`src/rtl/drac_pkg.sv`:
```
// Shared types for the execute-stage divider sequencer: FSM states and the
// latched request record.
package drac_pkg;

  typedef enum logic [1:0] {
    IDLE,
    ISSUE,
    BUSY,
    RESP
  } div_ctrl_state_t;

  typedef struct packed {
    logic        int32;
    logic        signed_op;
    logic        rem;
    logic [63:0] dvnd;
    logic [63:0] dvsr;
  } div_req_t;

endpackage

```
`src/rtl/div_ctrl_rr_arbiter.sv`:
```
// Round-robin arbiter: one-hot grant searched upward from an internal pointer,
// which moves just past the winner whenever a grant is taken.
module rr_arbiter #(
  parameter int N = 2
) (
  input  logic         clk_i,
  input  logic         rstn_i,
  input  logic [N-1:0] req,
  input  logic         advance,
  output logic [N-1:0] grant
);

  localparam int PW = (N > 1) ? $clog2(N) : 1;

  logic [PW-1:0] ptr_q;
  logic [PW-1:0] idx;
  logic [PW-1:0] gid;
  logic          found;

  always_comb begin
    grant = '0;
    found = 1'b0;
    idx   = '0;
    gid   = '0;
    for (int i = 0; i < N; i++) begin
      idx = PW'((int'(ptr_q) + i) % N);
      if (!found && req[idx]) begin
        grant[idx] = 1'b1;
        gid        = idx;
        found      = 1'b1;
      end
    end
  end

  always_ff @(posedge clk_i or negedge rstn_i) begin
    if (!rstn_i) begin
      ptr_q <= '0;
    end else if (advance && found) begin
      ptr_q <= (int'(gid) == N - 1) ? '0 : gid + PW'(1);
    end
  end

endmodule

```
`src/rtl/div_ctrl.sv`:
```
// Sequencer/arbiter for the shared iterative divider, with a one-entry
// operand cache so a DIV/REM pair on the same operands runs the divider once.
module div_ctrl
  import drac_pkg::*;
#(
  parameter int NUM_REQ = 2,
  parameter int ID_W    = $clog2(NUM_REQ)
) (
  input  logic                     clk_i,
  input  logic                     rstn_i,
  input  logic [NUM_REQ-1:0]       req_valid_i,
  output logic [NUM_REQ-1:0]       req_ready_o,
  input  logic [NUM_REQ-1:0]       req_int32_i,
  input  logic [NUM_REQ-1:0]       req_signed_i,
  input  logic [NUM_REQ-1:0]       req_rem_i,
  input  logic [NUM_REQ-1:0][63:0] req_dvnd_i,
  input  logic [NUM_REQ-1:0][63:0] req_dvsr_i,
  input  logic [NUM_REQ-1:0]       kill_i,
  output logic                     rsp_valid_o,
  input  logic                     rsp_ready_i,
  output logic [ID_W-1:0]          rsp_id_o,
  output logic [63:0]              rsp_data_o,
  output logic                     div_request_o,
  output logic                     div_kill_o,
  output logic                     div_int32_o,
  output logic                     div_signed_o,
  output logic [63:0]              div_dvnd_o,
  output logic [63:0]              div_dvsr_o,
  input  logic [63:0]              div_quo_i,
  input  logic [63:0]              div_rmd_i,
  input  logic                     div_stall_i
);

  div_ctrl_state_t state_q, state_d;
  div_req_t        op_q, req_sel;
  logic [ID_W-1:0] owner_q, grant_id;
  logic [NUM_REQ-1:0] arb_req;
  logic handshake, owner_kill, cache_hit, result_cycle;

  logic        cache_valid_q, cache_int32_q, cache_signed_q;
  logic [63:0] cache_dvnd_q, cache_dvsr_q, cache_quo_q, cache_rmd_q;

  // Killed requesters are masked so a flushed op is never granted.
  assign arb_req = (state_q == IDLE) ? (req_valid_i & ~kill_i) : '0;

  rr_arbiter #(.N(NUM_REQ)) u_arb (
    .clk_i   (clk_i),
    .rstn_i  (rstn_i),
    .req     (arb_req),
    .advance (handshake),
    .grant   (req_ready_o)
  );

  assign handshake = |(req_valid_i & req_ready_o);

  always_comb begin
    grant_id = '0;
    for (int i = 0; i < NUM_REQ; i++) begin
      if (req_ready_o[i]) grant_id = ID_W'(i);
    end
  end

  always_comb begin
    req_sel.int32     = req_int32_i[grant_id];
    req_sel.signed_op = req_signed_i[grant_id];
    req_sel.rem       = req_rem_i[grant_id];
    req_sel.dvnd      = req_dvnd_i[grant_id];
    req_sel.dvsr      = req_dvsr_i[grant_id];
  end

  assign cache_hit = cache_valid_q && (req_sel.dvnd == cache_dvnd_q) &&
                     (req_sel.dvsr == cache_dvsr_q) &&
                     (req_sel.int32 == cache_int32_q) &&
                     (req_sel.signed_op == cache_signed_q);

  assign owner_kill   = kill_i[owner_q];
  assign result_cycle = (state_q == BUSY) && !div_stall_i && !owner_kill;

  // The divider samples these pins in its result cycle, so they come straight
  // from the latch and only change on the next handshake.
  assign div_int32_o  = op_q.int32;
  assign div_signed_o = op_q.signed_op;
  assign div_dvnd_o   = op_q.dvnd;
  assign div_dvsr_o   = op_q.dvsr;
  assign rsp_id_o     = owner_q;
  assign rsp_valid_o  = (state_q == RESP) && !owner_kill;

  always_comb begin
    state_d       = state_q;
    div_request_o = 1'b0;
    div_kill_o    = 1'b0;
    case (state_q)
      IDLE: begin
        if (handshake) state_d = cache_hit ? RESP : ISSUE;
      end
      ISSUE: begin
        if (owner_kill) begin
          div_kill_o = 1'b1;
          state_d    = IDLE;
        end else begin
          div_request_o = 1'b1;
          state_d       = BUSY;
        end
      end
      BUSY: begin
        if (owner_kill) begin
          div_kill_o = 1'b1;
          state_d    = IDLE;
        end else if (!div_stall_i) begin
          state_d = RESP;
        end
      end
      RESP: begin
        if (owner_kill || rsp_ready_i) state_d = IDLE;
      end
      default: state_d = IDLE;
    endcase
  end

  always_ff @(posedge clk_i or negedge rstn_i) begin
    if (!rstn_i) begin
      state_q    <= IDLE;
      op_q       <= '0;
      owner_q    <= '0;
      rsp_data_o <= '0;
    end else begin
      state_q <= state_d;
      if (state_q == IDLE && handshake) begin
        op_q    <= req_sel;
        owner_q <= grant_id;
        if (cache_hit) rsp_data_o <= req_sel.rem ? cache_rmd_q : cache_quo_q;
      end
      if (result_cycle) rsp_data_o <= op_q.rem ? div_rmd_i : div_quo_i;
    end
  end

  always_ff @(posedge clk_i or negedge rstn_i) begin
    if (!rstn_i) begin
      cache_valid_q  <= 1'b0;
      cache_int32_q  <= 1'b0;
      cache_signed_q <= 1'b0;
      cache_dvnd_q   <= '0;
      cache_dvsr_q   <= '0;
      cache_quo_q    <= '0;
      cache_rmd_q    <= '0;
    end else if (result_cycle) begin
      cache_valid_q  <= 1'b1;
      cache_int32_q  <= op_q.int32;
      cache_signed_q <= op_q.signed_op;
      cache_dvnd_q   <= op_q.dvnd;
      cache_dvsr_q   <= op_q.dvsr;
      cache_quo_q    <= div_quo_i;
      cache_rmd_q    <= div_rmd_i;
    end
  end

endmodule

```
`config.mk`:
```
export PLATFORM = sky130hd
export DESIGN_NAME = div_ctrl
export DESIGN_NICKNAME = d
export VERILOG_FILES = /design/src/rtl/drac_pkg.sv /design/src/rtl/div_ctrl_rr_arbiter.sv /design/src/rtl/div_ctrl.sv
export SDC_FILE = /design/constraint.sdc
export NUM_CORES = 1
export LEC_CHECK = 0
export ABC_AREA = 1
export BUFFER_PORTS_ARGS = -buffer_cell sky130_fd_sc_hd__buf_2
export CAP_MARGIN = 10
export CORE_AREA = 2 2 235 237
export DETAILED_ROUTE_END_ITERATION = 8
export DIE_AREA = 0 0 237 239
export GPL_TIMING_DRIVEN = 0
export MAX_ROUTING_LAYER = met4
export PLACE_DENSITY = 0.7
export SYNTH_ARGS = -nofsm -noshare
export SYNTH_HDL_FRONTEND = slang
export SYNTH_SLANG_ARGS = --single-unit
```
`constraint.sdc`:
```
create_clock -name clk_i -period 3.82 [get_ports clk_i]
set_input_delay 0.382 -clock clk_i [delete_from_list [all_inputs] [get_ports clk_i]]
set_output_delay 0.382 -clock clk_i [all_outputs]
set_load 0.01 [all_outputs]
```
# Word level (Yosys, flattened, before mapping)
# Index checks and enable logic that the tools add are counted.
[op_classes] add_sub_neg=2 n_lt_le_gt_ge=6 eq_ne=10 n_mux=45 n_bitwise=4 reduce_logical=23
[op_table] cell="$mux W64" count=9
[op_table] cell="$eq A64 B64 Y1" count=2
[op_table] cell="$mux W1" count=24
[op_table] cell="$mux W2" count=9
[op_table] cell="$logic_and A1 B1 Y1" count=12
[op_table] cell="$lt A1 B2 Y1 const B" count=4
[op_table] cell="$pmux W2 S4" count=1
[op_table] cell="$and A2 B2 Y2" count=2
[op_table] cell="$eq A2 B2 Y1 const B" count=2
[op_table] cell="$reduce_bool A2 Y1" count=2
[op_table] cell="$reduce_or A2 Y1" count=2
[op_table] cell="$logic_not A1 Y1" count=3
[op_table] cell="$ne A3 B3 Y1 const B" count=1
[op_table] cell="$reduce_and A3 Y1" count=1
[op_table] cell="$add A1 B1 Y1 const B" count=2
[op_table] cell="$demux W1 S1" count=2
[op_table] cell="$eq A1 B1 Y1" count=2
[op_table] cell="$eq A2 B1 Y1 const B" count=1
[op_table] cell="$ge A1 B1 Y1 const B" count=2
[op_table] cell="$logic_not A2 Y1" count=1
[op_table] cell="$ne A2 B1 Y1 const B" count=1
[op_table] cell="$ne A2 B2 Y1 const B" count=1
[op_table] cell="$not A2 Y2" count=1
[op_table] cell="$or A2 B2 Y2" count=1
[op_table] cell="2 further kinds" count=2
[word_totals] reg_bits=458 out_inout_bits=200 wordCells=106

# Logic depth before layout (Yosys ltp)
[depth] depth_word=20 depth_mapped=24

# By module
# A second synthesis with hierarchy kept.
[unflattened] cells_unflattened=3286 hier_area_um2=24061.8
[by_module_without_submodules] module="div_ctrl" n_inst=1 cells_each=3278 area_each_um2=24001.8 seq_area_each_um2=11436.0
[by_module_without_submodules] module="rr_arbiter" n_inst=1 cells_each=8 area_each_um2=60.1 seq_area_each_um2=25.0

# Least setup slack after synthesis
# Ideal clock, no wire load.
[synth_path] path_type="flip-flop to flip-flop" startpoint="reg state_q[0]" endpoint="reg rsp_data_o[52]" setup_ns=0.117 arrival_ns=2.561 required_time_ns=3.703 path_slack_ns=1.142 path_stages_with_launch=24 path_cell_list="dfrtp_1 inv_1 ha_1 nand2_1 nor2_2 nand2_2 nand2_1 buf_2 buf_2 nand2_1 nand3_1 nand2_1 nor2_1 nand2_1 nor2_1 nand2_1 nor2_1 nand2_1 nor2_1 nand3_1 buf_4 buf_6 nand3_1 nand2_1"
[synth_via] elab_chain_cells=18 word_cells_on_any_way=44 classes_between="5 x eq/ne; 23 x mux; 2 x bitwise; 14 x reduce/logical"
[synth_lines] item="start, declared" line_no="div_ctrl.sv:34" rtl="div_ctrl_state_t state_q, state_d;"
[synth_lines] item="start signal, assigned" line_no="div_ctrl.sv:127" rtl="state_q <= state_d;"
[synth_lines] item="$logic_not A2 Y1" line_no="div_ctrl.sv:44, div_ctrl.sv:128"
[synth_lines] item="$mux W2" line_no="div_ctrl.sv:44" rtl="assign arb_req = (state_q == IDLE) ? (req_valid_i & ~kill_i) : '0;"
[synth_lines] item="$mux W1 (not written as such) (2 in a row)" line_no="div_ctrl_rr_arbiter.sv:27" rtl="if (!found && req[idx]) begin"
[synth_lines] item="$mux W1" line_no="div_ctrl_rr_arbiter.sv:27"
[synth_lines] item="$logic_not A1 Y1" line_no="div_ctrl_rr_arbiter.sv:27"
[synth_lines] item="$logic_and A1 B1 Y1" line_no="div_ctrl_rr_arbiter.sv:27"
[synth_lines] item="$mux W2" line_no="div_ctrl_rr_arbiter.sv:27"
[synth_lines] item="$mux W1" line_no="div_ctrl.sv:59" rtl="if (req_ready_o[i]) grant_id = ID_W'(i);"
[synth_lines] item="$mux W64 (not written as such) (2 in a row)" line_no="div_ctrl.sv:67" rtl="req_sel.dvnd = req_dvnd_i[grant_id];"
[synth_lines] item="$eq A64 B64 Y1" line_no="div_ctrl.sv:71" rtl="assign cache_hit = cache_valid_q && (req_sel.dvnd == cache_dvnd_q) &&"
[synth_lines] item="$logic_and A1 B1 Y1 (2 in a row)" line_no="div_ctrl.sv:71"
[synth_lines] item="$logic_and A1 B1 Y1" line_no="div_ctrl.sv:72" rtl="(req_sel.dvsr == cache_dvsr_q) &&"
[synth_lines] item="$logic_and A1 B1 Y1" line_no="div_ctrl.sv:73" rtl="(req_sel.int32 == cache_int32_q) &&"
[synth_lines] item="$reduce_bool A2 Y1 (no source line)"
[synth_lines] item="$reduce_and A2 Y1 (no source line)"
[synth_lines] item="end signal, assigned" line_no="div_ctrl.sv:131" rtl="if (cache_hit) rsp_data_o <= req_sel.rem ? cache_rmd_q : cache_quo_q;"
[synth_lines] item="end signal, assigned" line_no="div_ctrl.sv:133" rtl="if (result_cycle) rsp_data_o <= op_q.rem ? div_rmd_i : div_quo_i;"
[synth_lines] item="end, declared" line_no="div_ctrl.sv:22" rtl="output logic [63:0] rsp_data_o,"
# Several ways; a longest one is shown, not always the timed one. The select of a mux whose other input is x is not followed.
# A chain may end at the register's enable or synchronous reset.

# Final worst setup path
[layout_path] startpoint="reg state_q[0]" endpoint="reg rsp_data_o[61]"
# The elaborated chain is that of the path after synthesis.

==> results.md <==
Run status:
- The run finished with clean final reports.

CTS:
- After clock tree synthesis, the clock-pin slew on the worst setup and hold paths is ~60 ps.
- The cell at the root of the clock tree is clkbuf_16.
- The clock tree buffer depth is 3.
- The TritonCTS clock tree is built.
- The clock insertion delay at the later pin of the skew report is 610 ps.
- The H-tree generated during clock tree synthesis spans 2 levels.
- The number of buffers inserted during clock tree synthesis is 51.
- The clock net in this run drives a total of 458 sinks.

Worst setup path:
- The highest-delay cell along the critical path is dfrtp_1.
- The maximum net fanout on the critical path is 10.
- The most used cell along the critical path is nand2_1.
- In this run the worst setup path begins at state_q[0].
- The startpoint type of the worst setup path is a flip-flop.
- The category of the critical setup timing path is reg2reg.
- STA puts the critical path data required time at around 4400 ps.
- The critical path goes through inv_2 > ha_4 > nand2_1 > nor2_2 > nand2_2 > buf_2 > buf_2 > nand3_1 > nand3_1 > nand2_1 > nor2_1 > nand2_1 > nor2_1 > nand2_1 > nor2_2 > nand2_1 > nor2_4 > nand3_2 > nand2_4 > buf_4 > nand2_1 > nand2_1.
- The startpoint identified for the worst register-to-register timing path is state_q[0].
- STA classifies the critical path endpoint as a flip-flop.
- For the worst flop-to-flop path, the logic depth is 22.
- The terminus of the critical flop-to-flop path is rsp_data_o[61].
- For flop-to-flop paths, the worst setup slack is 180 ps.
- For this run, the slowest stage of the critical path takes 390 ps.
- The data arrival at the endpoint of the critical path is roughly 4200 ps.

Route:
- The routed wire length is 101000 um.
- After detailed routing, the number of vias per cell comes to 5.30.
- For this run, design rule violations remaining after detail routing come to 0.
- The via count is around 26000.
- Before antenna repair, the detailed router went through 6 iterations.
- The top routing layer in use is met4.
- The routed length on met2 is 47100 um.
- The number of DRC markers after the initial detailed-route iteration is 2356.
- The count of nets left with antenna violations once routing finished came out at 0.
- The wire length per cell is around 21 um.
- The post-route met1 wirelength is 39200 um.
- The met3 wirelength from detailed routing is 10500 um.

Global route:
- The first global-routing pass estimated 149000 um of wire.
- The global-route congestion overflow total is 0.
- The largest net degree at the start of global routing is 116.
- In the global route stage, overall resource usage came out at 0.363.
- The number of antenna violations at the first check in global routing is 18.
- The number of global-route vias before repair is 24300.

Worst hold path:
- The worst hold path passes through 3 cells.
- The path class of the tightest hold or removal check is in2reg.
- The capture endpoint of the worst hold path is cache_rmd_q[47].
- The startpoint identified for the worst hold timing path is div_rmd_i[47].

Power:
- The leakage component of the power is 16.6 nW.
- The combinational share of power is 0.423.
- The worst-case IR drop observed on VDD is 517 uV.
- Of the total power, the share spent switching nets is 0.409.
- Of the total power, the clock network draws 0.213.
- The internal power of the cells totals 13.9 mW.
- The power density over cell area is approximately 770 nW/um2.
- The sequential fraction of design power is 0.364.
- The analysis attributes to net switching a power of a little under 10 mW.

Yosys:
- The mean area per synthesized cell is 7.25 um2.
- After synthesis the cells add up to 24600 um2.
- The commonest cells after synthesis are nand2_1, o21ai_0, dfrtp_1.
- The sequential element share of the synthesized area is 0.466.
- The portion of synthesized cell area occupied by the leading cell type is 0.466.
- The Yosys step of the flow raised 0 warnings.
- The most frequently used flop master after synthesis is dfrtp_1.
- The distinct cell type count of the synthesized netlist is 31.
- Synthesis inferred 458 register bits.
- Counting flops with an async set or reset pin after synthesis yields a share of 1.00.
- In this run, synthesis inferred 0 flip-flops with an integrated enable.
- The net count of the mapped netlist is between 3000 and 4000.
- The synthesized instance count is 3394.
- The top cell type by total area after synthesis is dfrtp_1.
- By instance count, the leading cell after synthesis is nand2_1.
- After synthesis, the cell types taking the most area are dfrtp_1, nand2_1, o21ai_0.

Run:
- Across the run, the number of max-cap violations was 0.

Floorplanning:
- The initial standard-cell utilization of the core is 0.453.
- The height of the die is between 200 and 250 um.
- The die is between 200 and 250 um wide.
- The floorplan has 86 rows.
- The number of top-level design ports is 598.
- The floorplan step defined a core boundary enclosing approximately 54000 um2.
- The area enclosed by the die boundary is 56600 um2.

Layout:
- The layout net count is roughly 4500.
- The finished layout holds roughly 4800 standard cells, fillers aside.
- The fraction of final layout cells with drive strength greater than 1 is 0.221.
- Compared with the post-synthesis result, the final layout area differs by 24.7%.
- The share of the core filled with cells is 0.565.

STA:
- The final hold violation count was 0.
- In the finished design, the share of the clock period the worst path needs comes to 0.953.
- The worst path in the final design needs a cycle of roughly 3600 ps, including I/O delays and setup.
- The achievable clock frequency is roughly 270 MHz.
- The final number of max-transition violations was 0.
- Setup violations remaining at the end of the flow were counted as 0.
- In this run the tightest slew margin relative to its limit is 0.164.
- The transition time of the tightest slew-check pin is 1250 ps.
- The clock skew is approximately 17 ps.

Placed design:
- The placer congestion estimate is 0.978.
- The number of placed instances with taps included is 4699.
- Buffers placed on the I/O ports in this run total about 600.
- Summed over all nets, the half-perimeter wirelength after detailed placement is 75300 um.
## what timing repair did
action / 4_1_cts / 5_1_grt
hold buffers: 13 / 0
endpoints found under the setup margin: 283 / 79
hold endpoints to repair: 93 / 0
pin swaps: 1 / 0
buffers inserted: 4 / 1
gates resized for setup: 42 / 41
## layout make-up
| class | count | area (um2) |
|---|---|---|
| well taps | 704 | 881 |
| multi-input cells | 2250 | 10000 |
| flip-flops and latches | 458 | 11500 |
| fillers | 5267 | 23600 |
| clock inverters | 18 | 145 |
| repair buffers | 619 | 3280 |
| plain buffers | 315 | 1970 |
| inverters | 371 | 1390 |
| diodes | 17 | 42.5 |
| clock buffers | 74 | 1530 |
## worst max-delay path: cells and delay by family, from the launching register on
kind          cells  cell delay, ps
simple gates     17            2070
buf+inv           4             910
flops             1             390
fa+ha+maj         1             190
## cells in the final DEF, fill, tap and decap left out, drive strengths merged
master,count
clkinv,15
clkdlybuf4s18,1
a211oi,1
nand2,1202
o21ai,557
or2,8
dlygate4sd3,13
inv,370
ha,5
bufinv,2
nand3b,52
nand3,226
nor2,126
a22o,1
o22ai,1
clkbuf,203
nor3,1
xor2,16
buf,791
o211ai,7
o221ai,1
diode,17
a31oi,43
dfrtp,458
nand4,3
clkinvlp,2
## power by group through the flow
stage / Sequential (mW) / Combinational (mW) / Clock, mW
2_1_floorplan: 8.36 / 6.08 / 0
3_3_place_gp: 8.54 / 9.57 / 0
3_5_place_dp: 8.56 / 9.75 / 0
4_1_cts: 8.53 / 9.84 / 5.04
5_1_grt: 8.83 / 11.0 / 5.27
6_report: 8.58 / 9.98 / 5.02
## cell families (layout without fill, tap and decap cells)
family	after synthesis	after routing	synth area share
other cells	0	17	0
xor+xnor	16	16	0.00569
fa+ha+maj	5	5	0.00254
simple gates	1618	1618	0.268
compound gates	611	611	0.128
flops	458	458	0.466
buf+inv	686	1397	0.130
## registers in the layout, summed over array words and instances (netlist names), 2 cells and up, named ones only
| register | flops |
|---|---|
| cache_quo_q | 64 |
| cache_rmd_q | 64 |
| div_dvsr_o | 64 |
| cache_dvsr_q | 64 |
| state_q | 2 |
| div_dvnd_o | 64 |
| cache_dvnd_q | 64 |
| rsp_data_o | 64 |
## routing by layer
layer	vias up	GRT usage
li1	12000	-
met1	12000	0.453
met2	1383	0.573
met3	239	0.0820
met4	0	0.150
met5	-	-
## how the worst max path moves through the flow
stage,slack (ps),to,cells past startpoint
floorplan,1140,rsp_data_o[52],23
global placement,-7270,div_dvsr_o[36],1
detailed placement,-850,cache_dvnd_q[61],10
CTS,20,rsp_data_o[41],21
global route,-1,rsp_data_o[40],22
finish,180,rsp_data_o[61],22
## metrics by stage
step | total power, mW | instance area [um2] | setup slack (ps) | setup TNS [ps] | hold slack [ps]
floorplan | 14.4 | 24600 | 1140 | 0 | 86.4
global placement | 18.1 | 28500 | -7270 | -3384910 | 459
detailed placement | 18.3 | 28600 | -848 | -112910 | 217
CTS | 23.4 | 30500 | 18.4 | 0 | 0.215
global route | 25.1 | 30700 | -1.02 | -1.12 | 10.8
finish | 23.6 | 30700 | 180 | 0 | 23.4
No activity file was read; power rests on OpenSTA's default activity.
